===== src/rtl/tag_search_ctrl.sv =====
// rtl/tag_search_ctrl.sv - sequential tag table search around an external 4-bit equality comparator
//
// Ports:
//   clk, reset            rising-edge clock, synchronous active-high reset
//   wr_en/wr_idx/wr_tag   write a tag entry and set its valid bit
//   clr_en/clr_idx        clear the valid bit of one entry (wins over a same-index write)
//   srch_valid/srch_key   search request, accepted when srch_ready is high
//   srch_ready            engine idle and able to accept a request
//   cmp_a/cmp_b           registered key/tag driven to the comparator
//   cmp_eq                comparator equality status
//   res_valid/res_hit/res_idx  result, held until res_ready
//   res_ready             result consumed
module tag_search_ctrl #(
  parameter int DEPTH = 8,
  parameter int IDXW  = 3
) (
  input  logic            clk,
  input  logic            reset,
  input  logic            wr_en,
  input  logic [IDXW-1:0] wr_idx,
  input  logic [3:0]      wr_tag,
  input  logic            clr_en,
  input  logic [IDXW-1:0] clr_idx,
  input  logic            srch_valid,
  input  logic [3:0]      srch_key,
  output logic            srch_ready,
  output logic [3:0]      cmp_a,
  output logic [3:0]      cmp_b,
  input  logic            cmp_eq,
  output logic            res_valid,
  output logic            res_hit,
  output logic [IDXW-1:0] res_idx,
  input  logic            res_ready
);

  typedef enum logic [1:0] {IDLE, DRIVE, SAMPLE, DONE} state_t;

  localparam logic [IDXW-1:0] LAST = IDXW'(DEPTH - 1);

  state_t          state;
  state_t          state_nxt;
  logic [IDXW-1:0] ptr;
  logic [3:0]      key;
  logic [3:0]      tags [DEPTH];
  logic [DEPTH-1:0] valid;
  logic            hit;
  logic            last;

  // Invalid entries are still scanned so latency depends only on the hit position.
  assign hit  = cmp_eq && valid[ptr];
  assign last = (ptr == LAST);

  // State register
  always_ff @(posedge clk) begin
    if (reset) state <= IDLE;
    else       state <= state_nxt;
  end

  // Next-state logic
  always_comb begin
    state_nxt = state;
    case (state)
      IDLE:    if (srch_valid) state_nxt = DRIVE;
      DRIVE:   state_nxt = SAMPLE;
      SAMPLE:  state_nxt = (hit || last) ? DONE : DRIVE;
      DONE:    if (res_ready) state_nxt = IDLE;
      default: state_nxt = IDLE;
    endcase
  end

  // Output logic
  always_comb begin
    srch_ready = (state == IDLE);
  end

  // Scan datapath and result registers
  always_ff @(posedge clk) begin
    if (reset) begin
      ptr       <= '0;
      key       <= '0;
      cmp_a     <= '0;
      cmp_b     <= '0;
      res_valid <= 1'b0;
      res_hit   <= 1'b0;
      res_idx   <= '0;
    end else begin
      case (state)
        IDLE: begin
          if (srch_valid) begin
            key <= srch_key;
            ptr <= '0;
          end
        end
        DRIVE: begin
          cmp_a <= key;
          cmp_b <= tags[ptr];
        end
        SAMPLE: begin
          if (hit) begin
            res_hit   <= 1'b1;
            res_idx   <= ptr;
            res_valid <= 1'b1;
          end else if (last) begin
            res_hit   <= 1'b0;
            res_idx   <= '0;
            res_valid <= 1'b1;
          end else begin
            ptr <= ptr + 1'b1;
          end
        end
        DONE: begin
          if (res_ready) res_valid <= 1'b0;
        end
        default: ;
      endcase
    end
  end

  // Tag table: clear is applied after the write so it wins on a shared index.
  always_ff @(posedge clk) begin
    if (reset) begin
      for (int i = 0; i < DEPTH; i++) tags[i] <= '0;
      valid <= '0;
    end else begin
      if (wr_en) begin
        tags[wr_idx]  <= wr_tag;
        valid[wr_idx] <= 1'b1;
      end
      if (clr_en) valid[clr_idx] <= 1'b0;
    end
  end

endmodule

===== config.mk =====
export PLATFORM = sky130hd
export DESIGN_NAME = tag_search_ctrl
export DESIGN_NICKNAME = d
export VERILOG_FILES = /design/src/rtl/tag_search_ctrl.sv
export SDC_FILE = /design/constraint.sdc
export NUM_CORES = 1
export LEC_CHECK = 0
export CORE_ASPECT_RATIO = 0.7
export CORE_MARGIN = 2
export CORE_UTILIZATION = 50
export DETAILED_ROUTE_END_ITERATION = 8
export PLACE_DENSITY = 0.8
export SLEW_MARGIN = 15
export SYNTH_ARGS = -nofsm -noshare
export SYNTH_HDL_FRONTEND = slang
export SYNTH_SLANG_ARGS = --single-unit

===== constraint.sdc =====
create_clock -name clk -period 1.49 [get_ports clk]
set_input_delay 0.298 -clock clk [delete_from_list [all_inputs] [get_ports clk]]
set_output_delay 0.298 -clock clk [all_outputs]
set_load 0.03 [all_outputs]

# After elaboration in Yosys (flattened, before gate mapping)
# Memories as Yosys holds them, arrays and structs flattened. A register that Yosys moved wholly into a read port is not among the register bits.
# Index checks and enable logic that the tools add are counted.
# op_classes
n_shift	0
reduce_logical	14
n_bitwise	3
n_eq_ne	9
muxes	33
div_mod_pow	0
n_addsub	1
n_lt_le_gt_ge	5
mul	0
# op_table
operator	n
two-way mux 8 bit	3
two-way mux 3 bit	6
two-way mux 1 bit	14
less-than comparator 3 x 4 -> 1 bit, second input constant	3
bitwise AND 8 bit	1
!= test 2 bit, second input constant	4
inverter 8 bit	1
OR 8 bit	1
case mux 2 bit (4 select lines)	1
demux 1 bit (select 3 bit)	2
>= comparator 3 x 1 -> 1 bit, second input constant	2
two-way mux 2 bit	3
case mux 3 bit (2 select lines)	1
AND reduction 2 bit	3
nonzero test 2 bit	3
== test 2 bit, second input constant	2
two-way mux 4 bit	1
AND reduction 4 bit	1
OR reduction 4 bit	1
adder 3 x 1 -> 3 bit, second input constant	1
binary-select mux 1 bit (select 3 bit)	1
== test 3 bit, second input constant	1
logical AND 1 bit	3
!= test 3 bit, second input constant	1
5 further kinds	5
# word_totals
ram_bits	32
n_memories	1
romBits	0
output_inout_bits	14
in_bits	21
latch_bits	0
ff_bits	26
elab_cells	74
# mem_list
name	depth	word_bits	read_ports	rd_ports_with_merged_regs	write_ports	line	rtl
tags	8	4	1	1	8	44	logic [3:0] tags [DEPTH];

# Depth between registers and ports, before layout
# depth
ltp_word	9
mapped_depth	6
mapped_depth_nobuf	6

# Worst setup path before layout
# Ideal clock, no wire load.
# synth_path
kind	flip-flop to flip-flop
startpoint	register ptr[1]
endpoint	register ptr[1]
required_ns	1.398
path_buffers	1
slack_ns	0.023
stages_incl_launch_ff	7
setup_time_ns	0.092
synth_period_minus_slack_ns	1.467
t_arrival_ns	1.375
cell_sequence	dfxtp_1 buf_6 mux2i_1 a22oi_1 a21oi_1 nand2_1 o32ai_1
# synth_via
elab_chain_len	5
word_cells_on_any_way	11
classes_between	add/sub (1); eq/ne (3); mux (5); reduce/logical (2)
# synth_rtl
item	line	rtl
start, declared	42	logic [IDXW-1:0] ptr;
start signal, assigned	108	ptr <= ptr + 1'b1;
binary-select mux 1 bit (select 3 bit)	50	assign hit = cmp_eq && valid[ptr];
two-way mux 1 bit (not written as such)	50	
logical AND 1 bit	50	
!= test 2 bit (no source line)	-	
AND reduction 4 bit (no source line)	-	
# Parallel ways exist; a longest one is shown, timed or not. The select of a mux whose other input is x is not followed.
# A chain may end at the register's enable or synchronous reset.

# Worst setup path in the final report
# layout_path
startpoint	register ptr[1]
endpoint	register state[1]
# layout_via
elab_chain_len	6
word_cells_on_any_way	7
classes_between	eq/ne (1); mux (4); reduce/logical (2)
# layout_rtl
item	line	rtl
binary-select mux 1 bit (select 3 bit)	50	
two-way mux 1 bit (not written as such)	50	
logical AND 1 bit	50	
logical OR 1 bit *	65	SAMPLE: state_nxt = (hit || last) ? DONE : DRIVE;
two-way mux 2 bit *	65	
case mux 2 bit (4 select lines) *	62	case (state)
end signal, assigned	56	else state <= state_nxt;
end, declared	40	state_t state;
# Every way passes the cells marked *; elsewhere a longest branch is shown, timed or not. The select of a mux whose other input is x is not followed.

==> flow_metrics.env <==
export IMPL_dominantRegCellSynth="edfxtp_1"
export IMPL_synth_area_mm2=0.00286
export IMPL_p_total_w=0.00375
export IMPL_crit_arrival_ns=1.87
export IMPL_leakage_nw=1.44
export IMPL_synth_area_per_cell_um2=11.6
export IMPL_grt_usage=0.235
export IMPL_grt_overflow_total=0
export IMPL_finalSetupViolCount=9
export IMPL_grt_max_degree=17
export IMPL_clock_skew_ns=0.00595
export IMPL_hold_viol=0
export IMPL_cts_made_buffers=9
export IMPL_synth_edf_count=32
export IMPL_core_mm2=0.00561
export IMPL_outcome="finished with violations"
export IMPL_violations="setup timing"
export IMPL_power_density_mw_per_mm2=976
export IMPL_drc=0
export IMPL_area_growth_pct=34.3
export IMPL_die_h_um=67.3
export IMPL_r2r_setup_slack_ns=-0.1
export IMPL_cts_hold_buf=0
export IMPL_root_buffer="clkbuf_8"
export IMPL_clkTransAtPathRegs_ns=0.07
export IMPL_holdPathEnd="res_hit"
export IMPL_synth_warnings=0
export IMPL_drive_gt1_frac=0.282
export IMPL_clock_latency_ns=0.35
export IMPL_clockBufferDepth=2
export IMPL_die_area_mm2=0.00635
export IMPL_port_buffer_count=34
export IMPL_combPwrFrac=0.131
export IMPL_antenna_found_initial=0
export IMPL_min_period_ns=1.59
export IMPL_tns_ns=-0.585
export IMPL_syn_instance_count=246
export IMPL_grt_first_pass_wirelength_um=10700
export IMPL_ys_seq_area_frac=0.546
export IMPL_vias=2138
export IMPL_holdWs_ns=0.471
export IMPL_fmax_mhz=630
export IMPL_ys_ff_latch=62
export IMPL_start_kind="flip-flop"
export IMPL_place_inst=374
export IMPL_slew_headroom=0.766
export IMPL_firstDrtPassIters=4
export IMPL_min_from="res_hit"
export IMPL_path_max_fanout=5
export IMPL_rows=23
export IMPL_p_int_w=0.00282
export IMPL_holdCritPathClass="reg2reg"
export IMPL_die_x_um=94.4
export IMPL_numClockSinks=62
export IMPL_place_hpwl_um=4840
export IMPL_ant_nets=0
export IMPL_r2r_cells=6
export IMPL_ioPinCount=35
export IMPL_place_congestion=0.852
export IMPL_critPathKind="reg2reg"
export IMPL_swShare=0.248
export IMPL_worst_pin_slew_ns=0.353
export IMPL_rsz0062_at_grt="yes"
export IMPL_min_path_cells=2
export IMPL_initial_core_util=0.510
export IMPL_p_seq_frac=0.515
export IMPL_htree_levels=3
export IMPL_cp_end_kind="flip-flop"
export IMPL_pwr_share_clk=0.354
export IMPL_routed_wirelength_um=6980
export IMPL_syn_nets=269
export IMPL_wl_per_cell_um=17.7
export IMPL_tritoncts="yes"
export IMPL_drt_initial_drc_count=237
export IMPL_vdd_drop_max_mv=0.546
export IMPL_place_ws_ns=-0.373
export IMPL_nets=337
export IMPL_slew_viol_final=0
export IMPL_via_per_inst=5.43
export IMPL_antenna_cells=0
export IMPL_worst_ep_required_time_ns=1.78
export IMPL_period_share=1.06
export IMPL_worstReg2RegStart="ptr[1]"
export IMPL_grt_pass1_vias=2101
export IMPL_layout_cells_non_filler=394
export IMPL_synthDistinctLibCells=37
export IMPL_switchingPower_w=0.000929
export IMPL_layout_setup_ws_ns=-0.0968
export IMPL_r2r_end="state[1]"
export IMPL_ys_async_sr_fraction=0
export IMPL_max_cap_violations=0
power groups by stage:
| stage | clock (W) | combinational [W] | sequential [W] |
|---|---|---|---|
| finish | 0.00133 | 0.000490 | 0.00193 |
| global route | 0.00142 | 0.000528 | 0.00194 |
| CTS | 0.00134 | 0.000470 | 0.00193 |
| detailed placement | 0 | 0.000459 | 0.00197 |
| global placement | 0 | 0.000445 | 0.00196 |
| floorplan | 0 | 0.000226 | 0.00197 |
cells in the mapped netlist, types with 4 or more instances:
cell | instances | area [um^2]
a211oi_1 | 7 | 52.6
a21oi_1 | 10 | 50.1
a311oi_1 | 4 | 35.0
a31oi_1 | 4 | 25.0
and2_1 | 34 | 213
buf_1 | 4 | 15.0
clkbuf_1 | 4 | 15.0
dfxtp_1 | 30 | 601
edfxtp_1 | 32 | 961
inv_1 | 4 | 15.0
mux2i_1 | 18 | 180
mux4_2 | 8 | 180
nand2_1 | 9 | 33.8
nand2b_1 | 8 | 50.1
nor2_1 | 24 | 90.1
nor2b_1 | 10 | 62.6
registers in the layout (all words and copies together), names as in the netlist:
signal and count:
tags 32, valid 8, cmp_a 4, cmp_b 4, key 4, ptr 3, res_idx 3, state 2
res_hit 1, res_valid 1
stage by stage:
stage,cell area (um^2),util
final,3840,0.684
after global routing,3840,0.684
after CTS,3790,0.675
after detailed placement,3470,0.619
after global placement,3470,0.619
after floorplan,2860,-
cells in the final DEF (no fill, tap or decap), types with 4 or more instances in the layout:
cell type / netlist / layout
clkbuf_8: 0 / 9
a311oi_1: 4 / 4
nand2b_1: 8 / 7
clkinv_2: 0 / 4
mux4_2: 8 / 8
nand2_1: 9 / 8
a211oi_1: 7 / 6
inv_1: 4 / 4
mux2i_1: 18 / 13
dlygate4sd2_1: 0 / 13
a21oi_1: 10 / 7
buf_4: 1 / 31
nor2b_1: 10 / 10
dfxtp_1: 30 / 27
clkdlybuf4s50_1: 0 / 20
edfxtp_1: 32 / 32
nor2_1: 24 / 22
a31oi_1: 4 / 4
and2_1: 34 / 34
metal layers:
layer	wire length, um	up-vias	track usage
met4	116	0	0.0670
met2	3140	88	0.356
met5	0	-	0
met1	3200	1012	0.331
met3	522	9	0.0681
li1	-	1029	-
final cells by class:
cell class,instances,area (um^2)
inverters,4,15.0
multi-input cells,167,1350
repair buffers,70,631
fillers,414,1770
well taps,75,93.8
flip-flops and latches,62,1570
clock inverters,4,20.0
clock buffers,12,156
worst max-delay path by stage:
stage,startpoint,end,slack (ns),depth (start not counted)
after CTS,ptr[1],ptr[1],-0.06,5
after global placement,wr_en,tags[0][1],-0.27,5
after global routing,ptr[1],state[1],-0.13,6
after floorplan,ptr[1],ptr[1],0.02,6
after detailed placement,wr_en,tags[0][0],-0.37,5
final,ptr[1],state[1],-0.1,6
worst max-delay path, cell delays in order, from the launching register on:
cell	delay [ns]
dfxtp_4	0.39
mux2i_4	0.21
a221oi_4	0.36
a21oi_2	0.15
buf_4	0.15
nand2b_4	0.14
a21oi_2	0.12
timing repair:
item / 4_1_cts / 5_1_grt
gates resized for setup: 39 / 12
endpoints found under the setup margin: 28 / 22
buffers inserted: 3 / 1
pin swaps: 4 / 5
kinds of logic after synthesis:
kind of cell             share of synthesized area
multiplexers                                 0.126
flip-flops                                   0.546
buffers and inverters                       0.0276
AO/OA/AOI/OAI                                0.106
AND/OR/NAND/NOR                              0.185
adder cells (fa/ha/maj)                    0.00875
(Power assumes the default switching activity.)
